$ cat src/rtl/ad7606_ctrl.sv
// rtl/ad7606_ctrl.sv - AD7606 parallel-bus conversion/readout controller
// Optional busy watchdog enabled by defining AD7606_TIMEOUT_EN.
module ad7606_ctrl #(
    parameter int CLK_FREQUENCY  = 30_000_000,
    parameter int CHANNELS       = 8,
    parameter int DATA_W         = 16,
    parameter int POWER_ON_TICKS = CLK_FREQUENCY / 1000 * 30,
    parameter int RESET_TICKS    = 2,
    parameter int SETTLE_TICKS   = 1,
    parameter int CONVST_TICKS   = 1,
    parameter int RD_TICKS       = 1
) (
    input  logic              clk,
    input  logic              rst,
    input  logic              power,
    input  logic              start,
    output logic              ready,
    output logic              stby,
    output logic              adc_reset,
    output logic              convst,
    input  logic              busy,
    output logic              cs_n,
    output logic              rd_n,
    input  logic [DATA_W-1:0] db,
    output logic              sample_valid,
    output logic [DATA_W-1:0] sample_data,
    output logic [2:0]        sample_ch,
    output logic              error
);
    localparam int TIMEOUT_TICKS = 1024;
    localparam int M1    = (POWER_ON_TICKS > TIMEOUT_TICKS) ? POWER_ON_TICKS : TIMEOUT_TICKS;
    localparam int M2    = (RESET_TICKS > SETTLE_TICKS) ? RESET_TICKS : SETTLE_TICKS;
    localparam int M3    = (CONVST_TICKS > RD_TICKS) ? CONVST_TICKS : RD_TICKS;
    localparam int M23   = (M2 > M3) ? M2 : M3;
    localparam int MAX_T = (M1 > M23) ? M1 : M23;
    localparam int CNT_W = $clog2(MAX_T + 1);
    localparam logic [2:0] CH_LAST = 3'(CHANNELS - 1);

    typedef enum logic [3:0] {
        S_OFF, S_POWERUP, S_RESET, S_SETTLE, S_IDLE,
        S_CONVST, S_WAIT_BUSY_HI, S_WAIT_BUSY_LO, S_RD_LO, S_RD_HI
    } state_t;

    state_t             state, state_next;
    logic [CNT_W-1:0]   cnt;
    logic [2:0]         ch;
    logic               capture;
    logic               power_s1, power_s2, power_d, busy_s1, busy_s2;
    logic [1:0]         sync_fill;
    logic               armed;
    logic               power_rise, power_fall;
`ifdef AD7606_TIMEOUT_EN
    logic               timed_out;
`endif

    // armed only after the synchroniser has refilled and seen power low,
    // so a level that was already high across reset does not count as an edge
    always_ff @(posedge clk) begin
        if (rst) begin
            power_s1  <= 1'b0;
            power_s2  <= 1'b0;
            power_d   <= 1'b0;
            busy_s1   <= 1'b0;
            busy_s2   <= 1'b0;
            sync_fill <= 2'd0;
            armed     <= 1'b0;
        end else begin
            power_s1  <= power;
            power_s2  <= power_s1;
            power_d   <= power_s2;
            busy_s1   <= busy;
            busy_s2   <= busy_s1;
            sync_fill <= (sync_fill == 2'd2) ? 2'd2 : sync_fill + 2'd1;
            armed     <= armed | ((sync_fill == 2'd2) && !power_s2);
        end
    end

    assign power_rise = armed & power_s2 & ~power_d;
    assign power_fall = ~power_s2 & power_d;

    always_comb begin
        state_next = state;
        capture    = 1'b0;
`ifdef AD7606_TIMEOUT_EN
        timed_out  = 1'b0;
`endif
        case (state)
            S_OFF:          if (power_rise) state_next = S_POWERUP;
            S_POWERUP:      if (cnt == CNT_W'(POWER_ON_TICKS - 1)) state_next = S_RESET;
            S_RESET:        if (cnt == CNT_W'(RESET_TICKS - 1)) state_next = S_SETTLE;
            S_SETTLE:       if (cnt == CNT_W'(SETTLE_TICKS - 1)) state_next = S_IDLE;
            S_IDLE:         if (start) state_next = S_CONVST;
            S_CONVST:       if (cnt == CNT_W'(CONVST_TICKS - 1)) state_next = S_WAIT_BUSY_HI;
            S_WAIT_BUSY_HI: if (busy_s2) state_next = S_WAIT_BUSY_LO;
            S_WAIT_BUSY_LO: if (!busy_s2) state_next = S_RD_LO;
            S_RD_LO: begin
                if (cnt == CNT_W'(RD_TICKS - 1)) begin
                    capture    = 1'b1;
                    state_next = S_RD_HI;
                end
            end
            S_RD_HI: begin
                if (cnt == CNT_W'(RD_TICKS - 1))
                    state_next = (ch == CH_LAST) ? S_IDLE : S_RD_LO;
            end
            default:        state_next = S_OFF;
        endcase
`ifdef AD7606_TIMEOUT_EN
        if ((state == S_WAIT_BUSY_HI || state == S_WAIT_BUSY_LO) &&
            cnt == CNT_W'(TIMEOUT_TICKS - 1) && state_next != S_RD_LO) begin
            state_next = S_IDLE;
            timed_out  = 1'b1;
        end
`endif
        if (power_fall) begin
            state_next = S_OFF;
            capture    = 1'b0;
`ifdef AD7606_TIMEOUT_EN
            timed_out  = 1'b0;
`endif
        end
    end

    // outputs are registered from the next state so the ADC pins never glitch
    always_ff @(posedge clk) begin
        if (rst) begin
            state        <= S_OFF;
            cnt          <= '0;
            ch           <= 3'd0;
            stby         <= 1'b0;
            adc_reset    <= 1'b0;
            convst       <= 1'b1;
            cs_n         <= 1'b1;
            rd_n         <= 1'b1;
            ready        <= 1'b0;
            sample_valid <= 1'b0;
            sample_data  <= '0;
            sample_ch    <= 3'd0;
        end else begin
            state <= state_next;
            // the busy-wait budget spans both wait states, so HI->LO keeps counting
            if (state_next != state && !(state == S_WAIT_BUSY_HI && state_next == S_WAIT_BUSY_LO))
                cnt <= '0;
            else if (state == S_OFF || state == S_IDLE)
                cnt <= '0;
            else
                cnt <= cnt + CNT_W'(1);
            if (state == S_WAIT_BUSY_LO && state_next == S_RD_LO)
                ch <= 3'd0;
            else if (state == S_RD_HI && state_next == S_RD_LO)
                ch <= ch + 3'd1;
            sample_valid <= capture;
            if (capture) begin
                sample_data <= db;
                sample_ch   <= ch;
            end
            stby      <= (state_next != S_OFF);
            adc_reset <= (state_next == S_RESET);
            convst    <= (state_next != S_CONVST);
            cs_n      <= !(state_next == S_RD_LO || state_next == S_RD_HI);
            rd_n      <= (state_next != S_RD_LO);
            ready     <= (state_next == S_IDLE);
        end
    end

`ifdef AD7606_TIMEOUT_EN
    always_ff @(posedge clk) begin
        if (rst)
            error <= 1'b0;
        else if (timed_out)
            error <= 1'b1;
        else if (state == S_IDLE && state_next == S_CONVST)
            error <= 1'b0;
    end
`else
    assign error = 1'b0;
`endif
endmodule

$ cat config.mk
export PLATFORM = sky130hd
export DESIGN_NAME = ad7606_ctrl
export DESIGN_NICKNAME = d
export VERILOG_FILES = /design/src/rtl/ad7606_ctrl.sv
export SDC_FILE = /design/constraint.sdc
export NUM_CORES = 1
export LEC_CHECK = 0
export CAP_MARGIN = 20
export CORE_UTILIZATION = 50
export DETAILED_ROUTE_END_ITERATION = 10
export DONT_BUFFER_PORTS = 1
export PLACE_DENSITY = 0.67
export SLEW_MARGIN = 20
export SYNTH_ARGS = -nofsm -noshare
export SYNTH_HDL_FRONTEND = slang
export SYNTH_SLANG_ARGS = --single-unit
$ cat constraint.sdc
create_clock -name clk -period 2.29 [get_ports clk]
set_clock_uncertainty 0.05 [all_clocks]
set_input_delay 0.458 -clock clk [delete_from_list [all_inputs] [get_ports clk]]
set_output_delay 0.458 -clock clk [all_outputs]
set_load 0.05 [all_outputs]
==> summary.txt <==
status = complete, but fails checks
violated checks = setup timing
CP top delay family = simple AND/OR/NAND/NOR gates
via density per instance = 5.94
EDFF count, synth = 0
initial antenna violation count = 0
Detailed Route Iter0 Violations = 322
syn_nets = 369
cts hold-fix bufs = 0
VDD IR-drop max = 0.439 mV
Slew Limit Fails = 0
LEAKAGE = 1.22 nW
Post-Route WL = 7.73 mm
measured slew at the worst slew-check pin = 1.15 ns
CORE AREA = 5540 um2
CTS tree = built
WL/cell = 17.3 um
max incr delay on CP = 0.39 ns
CTS Root Cell = clkbuf_8
via count = 2648
Worst EP arrival = 2.54 ns
Port Buffer Count = 0
Inst Count DP = 421
Placer Congestion = 0.892
Min Hold Slack = 0.125 ns
pin count of the biggest net entering global routing = 36
Worst Hold Class = in -> reg
P_int = 1.50 mW
net switching power = 0.495 mW
latest clock arrival within the worst-skew pair = 0.34 ns
Max Fclk = 413 MHz
Yosys warnings = 0
crit-path cells = ha_1 -> nand4_1 -> nor4_4 -> a2111oi_2 -> or3_4 -> a211oi_4 -> buf_12 -> clkbuf_16 -> nor4_2
sequential fraction of the synthesis area = 0.424
num rows = 27
GRT busiest layer = met2
global-route wire length before repair = 10.8 mm
GR Util met1 = 0.294
CP Buf/Inv Count = 2
Starting Density = 0.520
die span in x = 77.9 um
crit share post-route = 1.06
Syn Inst Count = 342
power share of the clock group = 0.425
Clock Sinks = 61
Final TNS setup = -2.15 ns
Worst setup SP type = flip-flop
Comb pwr share = 0.032
Crit-path slowest cell = or3_4
vias in the first global route = 2353
# nets final = 396
Power Dens Cells = 547 nW/um2
Area growth, synth to finish = 26.3%
async set-reset flop share out of synthesis = 0
max cap viols = 0
CTS buffer count = 9
DIE HEIGHT = 77.9 um
dpl hpwl = 4.50 mm
die area = 6070 um2
Cell Area, Synth = 2880 um2
Main synth FF type = dfxtp_1
critical path class = reg -> reg
Net Sw Frac = 0.249
DR DRC count = 0
CP Max Fanout = 5
overall routing resource usage = 0.230
Initial DRT Pass Iterations = 6
syn_area_per_cell = 8.43 um2
Antenna diodes = 0
required time of the critical path = 2.41 ns
clock-pin transition on the worst setup and hold timing paths = 0.08 ns
Relative slew margins = 0.231
routing usage on met3 = 0.0576
setup violators final = 22
share of layout cells above drive strength 1 = 0.246
Layout Cells excl Fill = 446
Layout fillers = 447
Cell variety after synth = 50
GRT Residual Overflow = 0
IO Pins = 48
#FFs+latches synth = 61
Tmin final = 2.42 ns
Setup WS post-layout = -0.131 ns
antenna-violating nets left = 0
Final Hold Viols = 0
grt met2 use = 0.365
RSZ-0062 raised after global routing = yes
Crit. End Element = flip-flop
clock buffer depth = 2
H-tree level count = 3
Reg power frac = 0.543
==> power by group through the flow <==
stage	Combinational [mW]	Clock, mW	Sequential, mW
2_1_floorplan	0.0469	0	1.10
3_3_place_gp	0.0455	0	1.11
3_5_place_dp	0.0468	0	1.11
4_1_cts	0.0512	0.855	1.08
5_1_grt	0.0711	0.908	1.08
6_report	0.0647	0.846	1.08
==> timing repair <==
action,CTS,global route
pin swaps,5,7
cloned,1,5
setup buffers,2,2
gates resized for setup,9,38
endpoints found under the setup margin,25,45
==> state kept, by name, indices dropped and copies added (netlist names), 2 cells and up <==
signal,count
sync_fill,2
sample_data,16
sample_ch,3
ch,3
state,4
cnt,20
==> routing by layer <==
| layer | wire length, um | up-vias | share of wire |
|---|---|---|---|
| met5 | 0 | - | 0 |
| li1 | - | 1252 | - |
| met3 | 576 | 23 | 0.075 |
| met4 | 179 | 0 | 0.023 |
| met1 | 3310 | 1235 | 0.43 |
| met2 | 3660 | 138 | 0.47 |
==> cell usage after synthesis, drive strengths merged (2+ instances only) <==
cell type	instances	area (um2)
a2111oi	2	37.5
a21o	3	22.5
a21oi	29	145
a31oi	3	18.8
and2	4	25.0
and3	4	25.0
and4b	2	20.0
buf	7	52.5
clkbuf	13	48.8
dfxtp	61	1220
ha	6	75.1
inv	18	67.6
nand2	50	188
nand2b	4	25.0
nand3	18	90.1
nand3b	2	15.0
nand4	9	56.3
nor2	19	71.3
nor2b	8	50.1
nor3	7	35.0
nor3b	2	20.0
nor4	24	165
o21a	2	15.0
o21ai	2	10.0
o22ai	2	12.5
o32ai	4	35.0
or2	4	25.0
or3	2	17.5
xnor2	9	78.8
xor2	9	78.8
==> per-stage QoR <==
step	worst slack (ns)	total power [mW]	util	area, um2
finish	-0.131	1.99	0.657	3640
global placement	-0.0367	1.15	0.557	3090
detailed placement	-0.0793	1.15	0.557	3090
CTS	0.00291	1.99	0.603	3340
floorplan	0.00418	1.15	-	2880
global route	-0.189	2.06	0.657	3640
==> cells in the final DEF (no fill, tap or decap), types with 7 or more instances in the layout <==
master / Yosys / layout
dfxtp_1: 61 / 59
nand2_1: 50 / 49
a21oi_1: 29 / 27
buf_4: 2 / 26
nor2_1: 19 / 19
inv_1: 18 / 18
nand3_1: 18 / 17
nor4_2: 0 / 11
nand4_1: 9 / 9
xor2_1: 9 / 9
xnor2_1: 9 / 9
clkbuf_8: 0 / 9
nor4_1: 23 / 7
nor3_1: 7 / 7
==> cell type report <==
cell class                      instances  area, um2  area share
Tap cell                               72       90.1      0.0248
Timing Repair Buffer                   36        387       0.106
Clock buffer                            9        124      0.0340
Sequential cell                        61       1220       0.336
Inverter                               18       67.6      0.0186
Clock inverter                          7       50.0      0.0138
Multi-Input combinational cell        243       1700       0.466
==> path summary, 6_finish.rpt <==
path | from | endpoint | slack, ns | depth (start not counted)
worst max register to register | cnt[0] | cnt[8] | -0.13 | 9
worst min register to register | sync_fill[0] | sync_fill[0] | 0.38 | 1
worst min-delay path | rst | sample_data[9] | 0.12 | 1
worst max-delay path | cnt[0] | cnt[8] | -0.13 | 9
==> cells by family (layout without fill, tap and decap cells) <==
kind of cell	after synthesis	in the layout	share of synthesized area
AOI/OAI and AO/OA	54	54	0.129
other	1	1	0.00130
and+or+nand+nor	164	164	0.306
buffers and inverters	38	70	0.0586
xor gates and xnor gates	18	18	0.0547
DFF	61	61	0.424
adders and majority gates	6	6	0.0260
==> worst reg2reg max path: stages (launching register included) <==
cell and delay (ns):
dfxtp_2 0.36, ha_1 0.19, nand4_1 0.21, nor4_4 0.34, a2111oi_2 0.12, or3_4 0.40
a211oi_4 0.23, buf_12 0.17, clkbuf_16 0.15, nor4_2 0.05
(Power assumes the default switching activity.)
